--- config.mk ---
export PLATFORM = sky130hd
export DESIGN_NAME = register_file_32
export DESIGN_NICKNAME = d
export VERILOG_FILES = /design/src/rtl/register_file_32.sv
export SDC_FILE = /design/constraint.sdc
export NUM_CORES = 2
export LEC_CHECK = 0
export CAP_MARGIN = 25
export CELL_PAD_IN_SITES_DETAIL_PLACEMENT = 0
export CELL_PAD_IN_SITES_GLOBAL_PLACEMENT = 1
export CORE_ASPECT_RATIO = 1.1
export CORE_MARGIN = 2
export CORE_UTILIZATION = 30
export CTS_CLUSTER_DIAMETER = 150
export CTS_CLUSTER_SIZE = 12
export DETAILED_ROUTE_END_ITERATION = 8
export PLACE_DENSITY_LB_ADDON = 0.05
export SLEW_MARGIN = 20
export SYNTH_ARGS = -nofsm -noshare
export SYNTH_HDL_FRONTEND = slang
export SYNTH_SLANG_ARGS = --single-unit
--- constraint.sdc ---
create_clock -name clk -period 45.1 [get_ports clk]
set_input_delay 11.275 -clock clk [delete_from_list [all_inputs] [get_ports clk]]
set_output_delay 11.275 -clock clk [all_outputs]
set_load 0.01 [all_outputs]
--- src/rtl/register_file_32.sv ---
// register_file_32: 2**ADDR_W x DATA_W register file, two combinational read
// ports, one synchronous write port, index 0 hardwired to zero.
// Debug output write_count counts committed writes and saturates at 255.
// Optional build macro: REGFILE_BYPASS_EN forwards write_data to a read port
// in the same cycle when its index matches a pending nonzero write.

// One storage register. It clears asynchronously on reset and loads d on a
// clock edge when we is high.
module register_file_32_cell #(
    parameter int DATA_W = 32
) (
    input  logic              clk,
    input  logic              reset,
    input  logic              we,
    input  logic [DATA_W-1:0] d,
    output logic [DATA_W-1:0] q
);

    // Async clear, enabled load
    always_ff @(posedge clk or posedge reset) begin
        if (reset)   q <= '0;
        else if (we) q <= d;
    end

endmodule

module register_file_32 #(
    parameter int DATA_W = 32,
    parameter int ADDR_W = 5
) (
    input  logic              clk,
    input  logic              reset,
    input  logic [ADDR_W-1:0] read_reg1,
    input  logic [ADDR_W-1:0] read_reg2,
    input  logic [ADDR_W-1:0] write_reg,
    input  logic [DATA_W-1:0] write_data,
    input  logic              reg_write,
    output logic [DATA_W-1:0] read_data1,
    output logic [DATA_W-1:0] read_data2,
    output logic [7:0]        write_count
);

    localparam int NREG = 1 << ADDR_W;

    typedef struct packed {
        logic              en;
        logic [ADDR_W-1:0] addr;
        logic [DATA_W-1:0] data;
    } wr_req_t;

    wr_req_t                       wr_req;
    logic                          commit;
    logic [NREG-1:0]               we;
    logic [NREG-1:0][DATA_W-1:0]   regs;

    assign wr_req = '{en: reg_write, addr: write_reg, data: write_data};

    // A write to index 0 is a no-op: it neither stores nor counts.
    assign commit = wr_req.en && (wr_req.addr != '0);

    // One-hot write decode; an unknown address matches no register, so it
    // cannot disturb entries it does not name.
    always_comb begin
        we = '0;
        for (int i = 1; i < NREG; i++)
            we[i] = commit && (wr_req.addr == ADDR_W'(i));
    end

    // r0 has no storage
    assign regs[0] = '0;

    genvar g;
    generate
        for (g = 1; g < NREG; g++) begin : g_reg
            register_file_32_cell #(.DATA_W(DATA_W)) u_cell (
                .clk   (clk),
                .reset (reset),
                .we    (we[g]),
                .d     (wr_req.data),
                .q     (regs[g])
            );
        end
    endgenerate

    // Read ports. Storage clears asynchronously, so during reset the plain
    // array read is already zero; only the forwarding path must be gated.
`ifdef REGFILE_BYPASS_EN
    logic byp1, byp2;
    assign byp1 = !reset && commit && (read_reg1 == wr_req.addr);
    assign byp2 = !reset && commit && (read_reg2 == wr_req.addr);
    assign read_data1 = byp1 ? wr_req.data : regs[read_reg1];
    assign read_data2 = byp2 ? wr_req.data : regs[read_reg2];
`else
    assign read_data1 = regs[read_reg1];
    assign read_data2 = regs[read_reg2];
`endif

    // Saturating count of committed writes
    always_ff @(posedge clk or posedge reset) begin
        if (reset)                              write_count <= '0;
        else if (commit && write_count != 8'hFF) write_count <= write_count + 8'd1;
    end

endmodule

**Word level (Yosys, flattened, before mapping)**

Cells that the tools add are included.

- Order comparisons: 2
- Reduce and logical (&&, ||, !) cells: 34
- Equality and inequality tests: 32
- Add/sub/neg operators: 1
- Multiplexer cells: 4

Operator list:

| operator | number |
|---|---|
| $bmux 32 s5 | 2 |
| $eq 5x5->1 const B | 16 |
| $mux 32 | 2 |
| $eq 5x4->1 const B | 8 |
| $logic_and 1x1->1 | 33 |
| $eq 5x3->1 const B | 4 |
| $lt 5x6->1 const B | 2 |
| $eq 5x2->1 const B | 2 |
| $add 8x1->8 const B | 1 |
| $ne 8x8->1 const B | 1 |
| $eq 5x1->1 const B | 1 |
| $reduce_bool 5->1 | 1 |

- Output and inout port bits: 72
- Logic and storage cells: 105
- Register bits after elaboration: 1000

**Depth between registers and ports, before layout**

- Depth in word-level cells: 3
- Depth in mapped cells: 8
- Mapped depth without buffers: 5

**Hierarchy**

Synthesis repeated with hierarchy kept, for this count alone.

- Cells, all modules: 3639
- Area total of the unflattened synthesis: 58586.2 um2

Modules (own cells, without submodules):

| module | times used | cells an instance | area an instance (um2) |
|---|---|---|---|
| register_file_32_cell | 31 | 69 | 1348.8 |
| register_file_32 | 1 | 1500 | 16773.6 |

**Least setup slack after synthesis**

OpenSTA, ideal clock, no wires.

- Path kind: input-to-output
- Start: in read_reg1[2]
- End: out read_data1[15]
- Required time: 33825 ps
- Cell stages on the path: 7
- Arrival: 12811 ps
- Path slack: 21014 ps
- Cells stage by stage: buf_2 buf_2 buf_1 mux4_2 a22o_1 o21ai_1 o31ai_1

- Cells in the longest elaborated chain, start to end: 2

RTL lines:

| element | line | RTL |
|---|---|---|
| start: declaration | 33 | `input logic [ADDR_W-1:0] read_reg1,` |
| $bmux 32 s5 | 94 | `assign read_data1 = regs[read_reg1];` |
| $mux 32 (implied by the code) | 94 |  |
| end: declaration | 38 | `output logic [DATA_W-1:0] read_data1,` |

No other way between the ends. The select of a mux whose other input is x is not followed.

**Worst setup path after layout**

- Start: in read_reg2[0]
- End: out read_data2[27]

- Cells in the longest elaborated chain, start to end: 2

RTL lines:

| element | line | RTL |
|---|---|---|
| start: declaration | 34 | `input logic [ADDR_W-1:0] read_reg2,` |
| $bmux 32 s5 | 95 | `assign read_data2 = regs[read_reg2];` |
| $mux 32 (implied by the code) | 95 |  |
| end: declaration | 39 | `output logic [DATA_W-1:0] read_data2,` |

No other way between the ends. The select of a mux whose other input is x is not followed.

==> Implementation_results.wiki <==
{| class="wikitable"
! Metric !! Value
|-
| Path type of the worst setup path || input pin to output pin
|-
| Later-pin clock latency in the skew report || 700 ps
|-
| Global routing usage summed across all routing layers || a little under a quarter
|-
| Post-synth design cell area || 53,700 um^2
|-
| Kind of path behind the tightest hold check || flip-flop to flip-flop
|-
| Starting density of the core || a little under a third
|-
| Number of iterations in the first detailed-routing pass || 5
|-
| # IOs || 122
|-
| GR Util met1 || 30.6%
|-
| Netlist cell types || 36
|-
| Final count of negative-setup-slack endpoints || 0
|-
| Initial antenna violation count || 26
|-
| Most common library cell in the layout ignoring fill and taps || sky130_fd_sc_hd__mux2_2
|-
| Ratio of final minimum period to clock period || around three fifths
|-
| Count of final hold-check violations || 0
|-
| H-tree depth reported by CTS || 3
|-
| Half-perimeter wire length of the detailed placement result || between 100,000 and 150,000 um
|-
| Layout cell share with drive strength beyond 1 || between 40% and 50%
|-
| Count of final max-slew check failures || 0
|-
| Cell occurring most often along the worst timing path || sky130_fd_sc_hd__buf_4
|-
| Vias/cell || ~5.8
|-
| Core Region || roughly 180,000 um^2
|-
| Delay of the slowest cell on the worst path || approximately 860 ps
|-
| Number of enable-type register cells in the synthesized netlist || 0
|-
| Worst slew margin || between 30% and 40%
|-
| Worst Path Buf+Inv || 5
|-
| Data arrival time of the critical path || 16,140 ps
|-
| Power per cell area || about 43 nW/um^2
|-
| Wire length of the first global-routing pass || ~300,000 um
|-
| Part of the Yosys area used for sequential elements || a little under half
|-
| Total via count after detailed routing || 34,200
|-
| Critical-path maximum fanout || between 60 and 70
|-
| Setup tns final || 0 ps
|-
| Drt drc || 0
|-
| Quantity of gates resized following cts || 0
|-
| Total Nets Final || around 3,600
|-
| Achievable frequency || between 0.03 and 0.04 GHz
|-
| Shortest clock period the worst path allows after layout || approximately 27,000 ps
|-
| Die extent in y || between 400 and 500 um
|-
| Global-route met2 utilization || 39.0%
|-
| Horizontal die dimension || ~410 um
|-
| Register bit total from synthesis || about 1,000
|-
| Routed WL || ~210,000 um
|-
| Number of nets in the synthesized netlist || roughly 3,700
|-
| Pin slew with the least headroom to its limit || ~1000 ps
|-
| Worst vdd rail ir drop || around 0.029 mV
|-
| Area growth from synthesis to final layout || 11.2%
|-
| Family with the most delay on the worst path || buffers and inverters
|-
| Clock transition at the registers of the reported paths || about 60 ps
|-
| Result of the run || finished, final reports clean
|-
| Crit. End Element || output pin
|-
| GRT met3 Usage || under 10%
|-
| Library cell contributing the largest single delay on the critical path || sky130_fd_sc_hd__buf_4
|-
| Vias in the first global route || around 38,000
|-
| Routed Antenna Nets || 0
|-
| CTS hold repair buffers || 0
|-
| Largest net degree at the start of global routing || 171
|-
| Post-Syn Instances || 3,638
|-
| DP Cell Count || a little under 6,000
|-
| Library cell with the largest summed area after synthesis || sky130_fd_sc_hd__dfrtp_1
|-
| Share of the synthesized area in the top cell type || between 40% and 50%
|-
| Crit path cell chain || buf_8 > buf_4 > buf_4 > buf_4 > mux4_2 > mux2i_1 > and2_1 > o31ai_1 > clkdlybuf4s50_1
|-
| Die footprint || roughly 180,000 um^2
|-
| Clk buf depth || 3
|-
| Core utilization of the finished layout || roughly a third
|-
| Sink count of the clock tree || roughly 1,000
|-
| Fraction of synthesis flops using an asynchronous set or reset pin || between 90% and 100%
|-
| Synth area leaders || sky130_fd_sc_hd__dfrtp_1 47%, sky130_fd_sc_hd__mux2_2 21%, sky130_fd_sc_hd__mux4_2 16%
|-
| Most common flop cell mapped by yosys || sky130_fd_sc_hd__dfrtp_1
|-
| Initial detailed-routing violation count || between 2,000 and 2,500
|-
| Root Buffer || sky130_fd_sc_hd__clkbuf_16
|-
| Leakage power total || about 0.025 uW
|-
| Final-layout fill cell count || approximately 17,000
|-
| Clock tree from TritonCTS || done
|-
| Data required time at the worst endpoint || 33,830 ps
|-
| Wire length per cell || about 35 um
|-
| Worst Clk Skew || 7.38 ps
|-
| Number of max-cap violations || 0
|-
| Number of I/O port buffers || between 100 and 150
|-
| Overflow after GRT || 0
|-
| Cts bufs inserted || 93
|-
| Synthesis warning total || 0
|-
| Setup repair after global routing missed its margin || false
|-
| Final non-filler cell total || around 6,000
|-
| Post-CTS setup buffer count || 0
|-
| Syn avg cell area || 14.7 um^2
|-
| Commonest cells after routing, fill and taps aside || 1,020 x sky130_fd_sc_hd__mux2_2, 1,000 x sky130_fd_sc_hd__dfrtp_1, 384 x sky130_fd_sc_hd__mux4_2
|-
| Cell Rows || roughly 160
|-
| Routability cong. || approximately 0.76
|-
| Crit path launch type || input pin
|-
| GRT Max-Usage Layer || met2
|}
layout make-up:
class	count	area (um^2)	share of cell area [%]
multi-input combinational	2231	27000	45.3
timing repair buffer	227	2170	3.64
tap	2378	2980	4.99
antenna	7	17.5	0.0294
inverter	4	22.5	0.0378
sequential	1000	25000	41.9
clock inverter	1	8.76	0.0147
clock buffer	97	2430	4.07
cells in the mapped netlist (all sizes together) (4+ instances only):
cell type,n
dfrtp,1000
mux2i,192
a22o,192
nand2,17
inv,4
nand3,7
nor2b,8
buf,213
o21ai,65
o31ai,64
o22ai,64
nor2,19
mux2,1057
nand2b,4
xor2,7
mux4,384
a211oi,64
and2,66
clkbuf,190
flip-flops by register name, indices dropped and copies added (netlist names):
register     flops
g.u_cell.q     992
write_count      8
routing by layer:
metal	vias to the layer above	part of all wire, %
met2	943	49
met4	8	2.7
met3	306	5.0
met1	19100	44
met5	-	0.026
li1	13900	-
power breakdown:
part	internal [uW]	switching [uW]
combinational	345	252
clock	376	358
sequential	1080	130
total	1800	740
cell families after synthesis:
logic type / count (synthesis) / share of synthesized area (%)
muxes: 1633 / 41.9
xor gates and xnor gates: 7 / 0.114
adders and majority gates: 1 / 0.0233
and+or+nand+nor: 141 / 1.50
AOI/OAI and AO/OA: 449 / 6.29
DFF: 1000 / 46.6
buffers and inverters: 407 / 3.55
path summary, 6_finish.rpt:
| check | from | to | slack, ps | cells past startpoint |
|---|---|---|---|---|
| setup / recovery | read_reg2[0] | read_data2[27] | 17680 | 9 |
| hold / removal | g_reg[19].u_cell.q[22] | g_reg[19].u_cell.q[22] | 510 | 1 |
| setup reg to reg | write_count[0] | write_count[1] | 43220 | 5 |
| hold reg to reg | g_reg[19].u_cell.q[22] | g_reg[19].u_cell.q[22] | 510 | 1 |
| max in group asynchronous | reset | g_reg[6].u_cell.q[17] | 29690 | 9 |
| min in group asynchronous | reset | g_reg[24].u_cell.q[8] | 11180 | 2 |
per-stage QoR:
step | power, uW | hold slack [ps] | instance area [um^2] | setup slack, ps
floorplan | 1620 | 470 | 53700 | 5690
global placement | 1790 | 480 | 56900 | 17510
detailed placement | 1820 | 496 | 57000 | 17420
CTS | 2570 | 510 | 59500 | 17430
global route | 2670 | 520 | 59600 | 17320
finish | 2540 | 506 | 59700 | 17680
No activity file was read; power rests on OpenSTA's default activity.
